[src/rtl/i2s_pkg.sv]
// Shared I2S defaults and types used by the transmit and receive audio blocks.
package i2s_pkg;

    localparam int unsigned SAMPLE_WIDTH_DEF = 24;
    localparam int unsigned SLOT_WIDTH_DEF   = 32;
    localparam int unsigned MCLK_DIV_DEF     = 4;
    localparam int unsigned FRAME_CYCLES_DEF = 2 * SLOT_WIDTH_DEF * MCLK_DIV_DEF;

    typedef enum logic {
        CH_LEFT  = 1'b0,
        CH_RIGHT = 1'b1
    } i2s_ch_e;

endpackage

[src/rtl/i2s_clkgen.sv]
// I2S timing base: divides AMCLK down to BCK and tracks the bit position within a stereo frame.
module i2s_clkgen
    import i2s_pkg::*;
#(
    parameter int unsigned SLOT_WIDTH = SLOT_WIDTH_DEF,
    parameter int unsigned MCLK_DIV   = MCLK_DIV_DEF
) (
    input  logic                            i_clk,
    input  logic                            i_rst_n,
    output logic                            o_sclk,
    output logic [$clog2(2*SLOT_WIDTH)-1:0] o_bit,
    output logic                            o_bck_fall,
    output logic                            o_load,
    output logic                            o_load_pre
);

    localparam int unsigned BIT_W = $clog2(2 * SLOT_WIDTH);
    localparam int unsigned DIV_W = $clog2(MCLK_DIV);

    localparam logic [DIV_W-1:0] DIV_LAST = DIV_W'(MCLK_DIV - 1);
    localparam logic [DIV_W-1:0] DIV_PRE  = DIV_W'(MCLK_DIV - 2);
    localparam logic [DIV_W-1:0] DIV_HALF = DIV_W'(MCLK_DIV / 2);
    localparam logic [BIT_W-1:0] BIT_LAST = BIT_W'(2 * SLOT_WIDTH - 1);

    logic [DIV_W-1:0] r_div;
    logic [DIV_W-1:0] w_div_next;
    logic [BIT_W-1:0] r_bit;
    logic             r_sclk;
    logic             w_bck_fall;
    logic             w_frame_end;

    always_comb begin
        w_div_next  = (r_div == DIV_LAST) ? '0 : r_div + 1'b1;
        w_bck_fall  = (r_div == DIV_LAST);
        w_frame_end = (r_bit == BIT_LAST);
    end

    // ASCLK is registered from the next divider value so it tracks d exactly
    always_ff @(posedge i_clk or negedge i_rst_n) begin
        if (!i_rst_n) begin
            r_div  <= '0;
            r_bit  <= '0;
            r_sclk <= 1'b0;
        end else begin
            r_div  <= w_div_next;
            r_sclk <= (w_div_next >= DIV_HALF);
            if (w_bck_fall) begin
                r_bit <= w_frame_end ? '0 : r_bit + 1'b1;
            end
        end
    end

    assign o_sclk     = r_sclk;
    assign o_bit      = r_bit;
    assign o_bck_fall = w_bck_fall;
    assign o_load     = w_bck_fall && w_frame_end;
    assign o_load_pre = (r_div == DIV_PRE) && w_frame_end;

endmodule

[src/rtl/i2s_tx_serializer.sv]
// Stereo PCM to Philips I2S transmitter with a single-pair pending register and valid/ready intake.
module i2s_tx_serializer
    import i2s_pkg::*;
#(
    parameter int unsigned SAMPLE_WIDTH = SAMPLE_WIDTH_DEF,
    parameter int unsigned SLOT_WIDTH   = SLOT_WIDTH_DEF,
    parameter int unsigned MCLK_DIV     = MCLK_DIV_DEF
) (
    input  logic                    AMCLK_i,
    input  logic                    nARST,
    input  logic [SAMPLE_WIDTH-1:0] sample_l_i,
    input  logic [SAMPLE_WIDTH-1:0] sample_r_i,
    input  logic                    sample_valid_i,
    output logic                    sample_ready_o,
    output logic                    ASCLK_o,
    output logic                    ALRCLK_o,
    output logic                    ASDATA_o,
    output logic                    frame_start_o,
    output logic                    underrun_o
);

    localparam int unsigned BIT_W = $clog2(2 * SLOT_WIDTH);
    localparam logic [BIT_W-1:0] BIT_LAST = BIT_W'(2 * SLOT_WIDTH - 1);
    localparam logic [BIT_W-1:0] SLOT_LEN = BIT_W'(SLOT_WIDTH);

    logic                    w_sclk;
    logic [BIT_W-1:0]        w_bit;
    logic                    w_bck_fall;
    logic                    w_load;
    logic                    w_load_pre;

    logic [SAMPLE_WIDTH-1:0] r_pend_l;
    logic [SAMPLE_WIDTH-1:0] r_pend_r;
    logic                    r_full;
    logic [SAMPLE_WIDTH-1:0] r_frame_l;
    logic [SAMPLE_WIDTH-1:0] r_frame_r;
    logic                    r_ready;
    i2s_ch_e                 r_lr;
    logic                    r_sdata;
    logic                    r_frame_start;
    logic                    r_underrun;

    logic                    w_accept;
    logic                    w_full_next;
    logic [BIT_W-1:0]        w_bit_next;
    logic                    w_right_next;
    logic [BIT_W-1:0]        w_pos_next;
    logic [SAMPLE_WIDTH-1:0] w_word;
    logic                    w_sdata_next;

    i2s_clkgen #(
        .SLOT_WIDTH (SLOT_WIDTH),
        .MCLK_DIV   (MCLK_DIV)
    ) u_clkgen (
        .i_clk      (AMCLK_i),
        .i_rst_n    (nARST),
        .o_sclk     (w_sclk),
        .o_bit      (w_bit),
        .o_bck_fall (w_bck_fall),
        .o_load     (w_load),
        .o_load_pre (w_load_pre)
    );

    assign w_accept = sample_valid_i && r_ready;

    always_comb begin
        w_full_next = r_full;
        if (w_load) begin
            w_full_next = w_accept;
        end else if (w_accept) begin
            w_full_next = 1'b1;
        end
    end

    // Serial bit is computed for the bit index that becomes current at the BCK fall;
    // slot position 0 is always 0, so the frame-register swap at load never shows.
    always_comb begin
        w_bit_next   = (w_bit == BIT_LAST) ? '0 : w_bit + 1'b1;
        w_right_next = (w_bit_next >= SLOT_LEN);
        w_pos_next   = w_right_next ? w_bit_next - SLOT_LEN : w_bit_next;
        w_word       = w_right_next ? r_frame_r : r_frame_l;
        w_sdata_next = 1'b0;
        for (int unsigned i = 0; i < SAMPLE_WIDTH; i++) begin
            if (w_pos_next == BIT_W'(SAMPLE_WIDTH - i)) begin
                w_sdata_next = w_word[i];
            end
        end
    end

    always_ff @(posedge AMCLK_i or negedge nARST) begin
        if (!nARST) begin
            r_pend_l      <= '0;
            r_pend_r      <= '0;
            r_full        <= 1'b0;
            r_frame_l     <= '0;
            r_frame_r     <= '0;
            r_ready       <= 1'b0;
            r_lr          <= CH_LEFT;
            r_sdata       <= 1'b0;
            r_frame_start <= 1'b0;
            r_underrun    <= 1'b0;
        end else begin
            // Registered form of !full || load, looking one cycle ahead
            r_ready       <= !w_full_next || w_load_pre;
            r_full        <= w_full_next;
            r_frame_start <= w_load;
            r_underrun    <= w_load && !r_full;
            if (w_load) begin
                r_frame_l <= r_full ? r_pend_l : '0;
                r_frame_r <= r_full ? r_pend_r : '0;
            end
            if (w_accept) begin
                r_pend_l <= sample_l_i;
                r_pend_r <= sample_r_i;
            end
            if (w_bck_fall) begin
                r_lr    <= w_right_next ? CH_RIGHT : CH_LEFT;
                r_sdata <= w_sdata_next;
            end
        end
    end

    assign sample_ready_o = r_ready;
    assign ASCLK_o        = w_sclk;
    assign ALRCLK_o       = (r_lr == CH_RIGHT);
    assign ASDATA_o       = r_sdata;
    assign frame_start_o  = r_frame_start;
    assign underrun_o     = r_underrun;

endmodule

[config.mk]
export PLATFORM = sky130hd
export DESIGN_NAME = i2s_tx_serializer
export DESIGN_NICKNAME = d
export VERILOG_FILES = /design/src/rtl/i2s_pkg.sv /design/src/rtl/i2s_clkgen.sv /design/src/rtl/i2s_tx_serializer.sv
export SDC_FILE = /design/constraint.sdc
export NUM_CORES = 1
export LEC_CHECK = 0
export BUFFER_PORTS_ARGS = -buffer_cell sky130_fd_sc_hd__clkbuf_2
export CELL_PAD_IN_SITES_DETAIL_PLACEMENT = 1
export CELL_PAD_IN_SITES_GLOBAL_PLACEMENT = 1
export CORE_MARGIN = 1.5
export CORE_UTILIZATION = 46
export DETAILED_ROUTE_END_ITERATION = 16
export PLACE_DENSITY = 0.85
export SLEW_MARGIN = 20
export SYNTH_ARGS = -nofsm -noshare
export SYNTH_HDL_FRONTEND = slang
export SYNTH_HIERARCHICAL = 1
export SYNTH_SLANG_ARGS = --single-unit
export TNS_END_PERCENT = 1
[constraint.sdc]
create_clock -name AMCLK_i -period 3.1 [get_ports AMCLK_i]
set_input_delay 0.155 -clock AMCLK_i [delete_from_list [all_inputs] [get_ports AMCLK_i]]
set_output_delay 0.155 -clock AMCLK_i [all_outputs]
set_load 0.01 [all_outputs]
# ---- Word level (Yosys, flattened, before mapping)
# Index checks and enable logic that the tools add are counted.
dict set report totals {
  ff_bits 111
  wordCells 85
}
dict set report op_classes {
  addsub 3
  magnitude_cmp 2
  n_eq_ne 27
  muxes 33
  reduce_logical 7
}
# op count
set ops {}
lappend ops {{two-way mux 24 bit} 3}
lappend ops {{equality test 6 x 5 -> 1 bit (second input constant)} 9}
lappend ops {{equality test 6 x 4 -> 1 bit (second input constant)} 8}
lappend ops {{two-way mux 1 bit} 27}
lappend ops {{equality test 6 x 3 -> 1 bit (second input constant)} 4}
lappend ops {{equality test 6 x 2 -> 1 bit (second input constant)} 2}
lappend ops {{two-way mux 6 bit} 2}
lappend ops {{adder 6 x 1 -> 6 bit (second input constant)} 1}
lappend ops {{equality test 6 x 1 -> 1 bit (second input constant)} 1}
lappend ops {{equality test 6 bit (second input constant)} 1}
lappend ops {{>= comparator 6 bit (second input constant)} 1}
lappend ops {{subtractor 6 bit (second input constant)} 1}
lappend ops {{equality test 2 bit (second input constant)} 2}
lappend ops {{logical AND 1 bit} 4}
lappend ops {{adder 2 x 1 -> 2 bit (second input constant)} 1}
lappend ops {{>= comparator 2 bit (second input constant)} 1}
lappend ops {{logical NOT 1 bit} 2}
lappend ops {{two-way mux 2 bit} 1}
lappend ops {{logical OR 1 bit} 1}

# ---- Logic depth before layout (Yosys ltp)
dict set report logic_depth {
  word_depth 29
  ltp_mapped 9
  depth_no_buf 7
}

# ---- Modules after synthesis
# Netlist, hierarchy kept.
# module instances cells_each area_per_inst_um2
set by_module_without_submodules {}
lappend by_module_without_submodules {i2s_tx_serializer 1 456 4703.3}
lappend by_module_without_submodules {i2s_clkgen 1 39 396.6}

# ---- Least setup slack after synthesis
# No wires, ideal clock.
dict set report synth_timing {
  path_kind {reg2reg}
  start {register u_clkgen.r_bit[1] (netlist: u_clkgen/o_bit[1])}
  end {register r_sdata (netlist: ASDATA_o)}
  setup_time_ns 0.121
  t_arrival_ns 2.125
  t_required_ns 2.979
  setup_slack_ns 0.854
  stages_incl_launch_ff 8
  n_path_buf 0
  period_less_slack_ns 2.246
  path_cell_list {dfrtp_1 -> and4_1 -> a21boi_2 -> nor2_4 -> mux4_2 -> a32oi_1 -> o211ai_1 -> a22o_1}
}
dict set report synth_between {
  elab_chain_cells 29
  word_cells_on_any_way 55
  cone_classes {2 x add/sub; 1 x order compare; 25 x eq/ne; 27 x mux}
}
# element line
set synth_lines {}
lappend synth_lines {{from (decl)} i2s_clkgen.sv:27} ;# logic [BIT_W-1:0] r_bit;
lappend synth_lines {{from (signal assigned)} i2s_clkgen.sv:48} ;# r_bit <= w_frame_end ? '0 : r_bit + 1'b1;
lappend synth_lines {{adder 6 x 1 -> 6 bit / equality test 6 bit (equally long branches)} i2s_tx_serializer.sv:78} ;# w_bit_next = (w_bit == BIT_LAST) ? '0 : w_bit + 1'b1;
lappend synth_lines {{two-way mux 6 bit *} i2s_tx_serializer.sv:78}
lappend synth_lines {{subtractor 6 bit / >= comparator 6 bit (equally long branches)} {i2s_tx_serializer.sv:80, i2s_tx_serializer.sv:79}}
lappend synth_lines {{two-way mux 6 bit} i2s_tx_serializer.sv:80} ;# w_pos_next = w_right_next ? w_bit_next - SLOT_LEN : w_bit_next;
lappend synth_lines {{equality test 6 x 5 -> 1 bit} i2s_tx_serializer.sv:84} ;# if (w_pos_next == BIT_W'(SAMPLE_WIDTH - i)) begin
lappend synth_lines {{two-way mux 1 bit (23 in series)} i2s_tx_serializer.sv:84}
lappend synth_lines {{two-way mux 1 bit *} i2s_tx_serializer.sv:84}
lappend synth_lines {{to (signal assigned)} i2s_tx_serializer.sv:118} ;# r_sdata <= w_sdata_next;
lappend synth_lines {{to (decl)} i2s_tx_serializer.sv:39} ;# logic r_sdata;
# Mark *: on every way between the ends. The rest lies on a longest branch, timed or not.
# A chain may end at the register's enable or synchronous reset.

# ---- Worst setup path after layout
dict set report layout_timing {
  start {register u_clkgen.r_bit[3] (netlist: u_clkgen/o_bit[3])}
  end {register r_sdata (netlist: ASDATA_o)}
}
# The elaborated chain is that of the path after synthesis.

==> impl_metrics.toml <==
[run_status]
status = "complete, no violations"

[power_and_ir_drop]
ir_worst_vdd_mv = 0.281
leakagePower_nw = 2.82
power_switching_uw = 532
clkPwrFrac_pct = 40.2
netSwitchingFraction_pct = 20.8
power_density_nw_per_um2 = 417
internal_power_mw = 2.03
seq_power_share_pct = 56.0
comb_power_share_pct = 3.8

[cts]
cts-hold-fix-buffers = 34
cts_resized = 0
clk_latency_ps = 380
cts-buffers-inserted = 9
htree_levels = 3
clkTransAtPathRegs_ps = 100
cts_tree = "built"
postCtsSetupBuffers = 0
cts_num_sinks = 110
cts_root_buffer = "clkbuf_8"
clk_path_buf_depth = 2

[finish]
multi_input_area_um2 = 2010
fillerInstances = 1202
final_nets = 629
drive_above_1_share_pct = 24.3
seq_area_um2 = 2750
mostFrequentLayoutCells = "dfrtp_1, o21ai_0, nand3_1"
layout_commonest_cell = "dfrtp_1"
diodes = 0
syn_to_final_growth_pct = 20.3

[worst_setup_path]
crit_fanout = 16
cp.required_ps = 3370
end_kind = "flop"
start_kind = "flop"
crit_arrival_ps = 2790
path_class = "reg2reg"

[floorplan]
core-area_um2 = 10800
row_count = 38
ioPinCount = 57
dieWidth_um = 108
die_h_um = 108
die_area_um2 = 11700
start_util_pct = 47.0

[global_routing]
grt-ovfl-total = 0
antenna_found_initial = 0
grt_pass1_wl_mm = 21.3
grt_usage_pct = 23.9
grt_pass1_vias = 4168
grt_max_degree = 100

[logic_synthesis]
async_flop_share_pct = 100
yosysTopAreaCellShare_pct = 54.0
synth_cells = 495
syn_area_um2 = 5100
ys.warnings.count = 6
yosys.area.top_type = "dfrtp_1"
yosysSeqAreaShare_pct = 54.0
ys_ff_latch = 110
synth.area.top_cells = "dfrtp_1, mux2_2, o21ai_0, nand3_1, inv_1"
ys_types = 51
synth.avg_cell_area_um2 = 10.3
synth_ff_type = "dfrtp_1"
synth_nets = 549
synth-edff-count = 0

[route]
met2_length_mm = 6.45
first_pass_iters = 4
wl_per_cell_um = 17.6
drc = 0
vias_per_cell = 5.49
topRoutingLayerUsed = "met4"
drtAntennaViolNets = 0
first_iter_violations = 189
route.met3.wl_um = 361
met1_length_mm = 5.65
finalWirelength_mm = 12.7
vias = 3954

[timing]
fmax_mhz = 397
tightest_slew_ps = 641
setup_ws_ps = 583
relSlewSlack_pct = 57.3
layout_min_cycle_time_ps = 2520
rsz0062_at_grt = "no"
fin_worst_skew_ps = 8.63
finalHoldViolCount = 0
fin_crit_sh_pct = 81.2
final-setup-viol-count = 0
fin_tns_setup_ps = 0
maxSlewViolCount = 0

[min_path]
hold_class = "in2reg"

[place]
io_buffers = 56
place_ws_ps = 613
finalWeightedCongestion = 0.872
dpl.hpwl_mm = 8.68

[flow_run]
drv_cap = 0
-- critical path: stages (launching register included) --
cell and delay [ps]:
dfrtp_1 680, and4_1 370, a21boi_2 150, nor2_4 150, mux4_2 500, a32oi_1 180
o211ai_1 120, a22o_1 260
-- per-layer routing --
layer  up-vias  GRT usage, %
met5         -             0
met4         0          8.36
met3        14          3.74
met2        67          41.0
met1      1992          30.9
li1       1881             -
-- power groups by stage --
stage	Combinational (mW)	Clock, mW	Sequential, mW
final	0.0965	1.03	1.43
after global routing	0.109	1.12	1.43
after CTS	0.0977	1.07	1.43
after detailed placement	0.0643	0	1.46
after global placement	0.0604	0	1.46
after floorplan	0.000681	0	1.46
-- area by class of cell --
type / instances / area share, %
Tap cell: 140 / 2.85
Multi-Input combinational cell: 297 / 32.8
Inverter: 54 / 3.30
Timing Repair Buffer: 103 / 12.2
Clock buffer: 9 / 2.02
Clock inverter: 7 / 1.98
Sequential cell: 110 / 44.9
-- per-stage QoR --
step                      total power, mW  utilization (%)  hold WS (ps)  instances  cell area [µm²]
after floorplan                      1.46                -          -141        495             5100
after global placement               1.52             51.1           177        669             5540
after detailed placement             1.53             51.1           197        669             5540
after CTS                            2.60             56.5         0.407        719             6130
after global routing                 2.67             56.6         0.435        720             6140
final                                2.56             56.6          11.0        720             6140
-- sequential cells by signal, summed over array words and instances (netlist names) --
| signal | count |
|---|---|
| ASDATA_o | 1 |
| r_pend_l | 24 |
| frame_start_o | 1 |
| r_frame_r | 24 |
| r_full | 1 |
| underrun_o | 1 |
| u_clkgen/r_div | 2 |
| r_frame_l | 24 |
| sample_ready_o | 1 |
| ALRCLK_o | 1 |
| u_clkgen/o_bit | 6 |
| r_pend_r | 24 |
-- cells by family (layout without fill, tap and decap cells) --
family	count (synthesis)	count (layout)	share of synthesized area (%)
XOR/XNOR	2	2	0.344
buffers and inverters	88	173	6.65
flip-flops	110	110	54.0
AO/OA/AOI/OAI	110	110	12.9
multiplexers	56	56	12.5
AND/OR/NAND/NOR	126	126	12.9
adder cells (fa/ha/maj)	3	3	0.736
-- path summary, 6_finish.rpt --
path	from	to	slack [ps]	cells after the start
worst min register to register	u_clkgen/r_div[0]$_DFF_PN0_	u_clkgen/r_div[0]$_DFF_PN0_	480	1
worst max register to register	u_clkgen/o_bit[3]$_DFFE_PN0P_	ASDATA_o$_DFFE_PN0P_	580	7
worst min-delay path	sample_r_i[7]	r_pend_r[7]$_DFFE_PN0P_	10	2
worst max-delay path	u_clkgen/o_bit[3]$_DFFE_PN0P_	ASDATA_o$_DFFE_PN0P_	580	7
min in group asynchronous	nARST	u_clkgen/r_div[1]$_DFF_PN0_	300	2
max in group asynchronous	nARST	r_frame_r[20]$_DFFE_PN0P_	2050	3
-- cell usage after synthesis, types with 5 or more instances --
| library cell | instances |
|---|---|
| nand3_1 | 58 |
| inv_1 | 54 |
| mux2i_1 | 5 |
| dfrtp_1 | 110 |
| nand2_1 | 21 |
| a31oi_1 | 6 |
| nor2b_1 | 5 |
| o211ai_1 | 7 |
| a21oi_1 | 11 |
| mux2_2 | 50 |
| clkbuf_1 | 26 |
| o21ai_0 | 60 |
| nand2b_1 | 5 |
| nor2_1 | 17 |
Power figures use the tool's default switching activity.
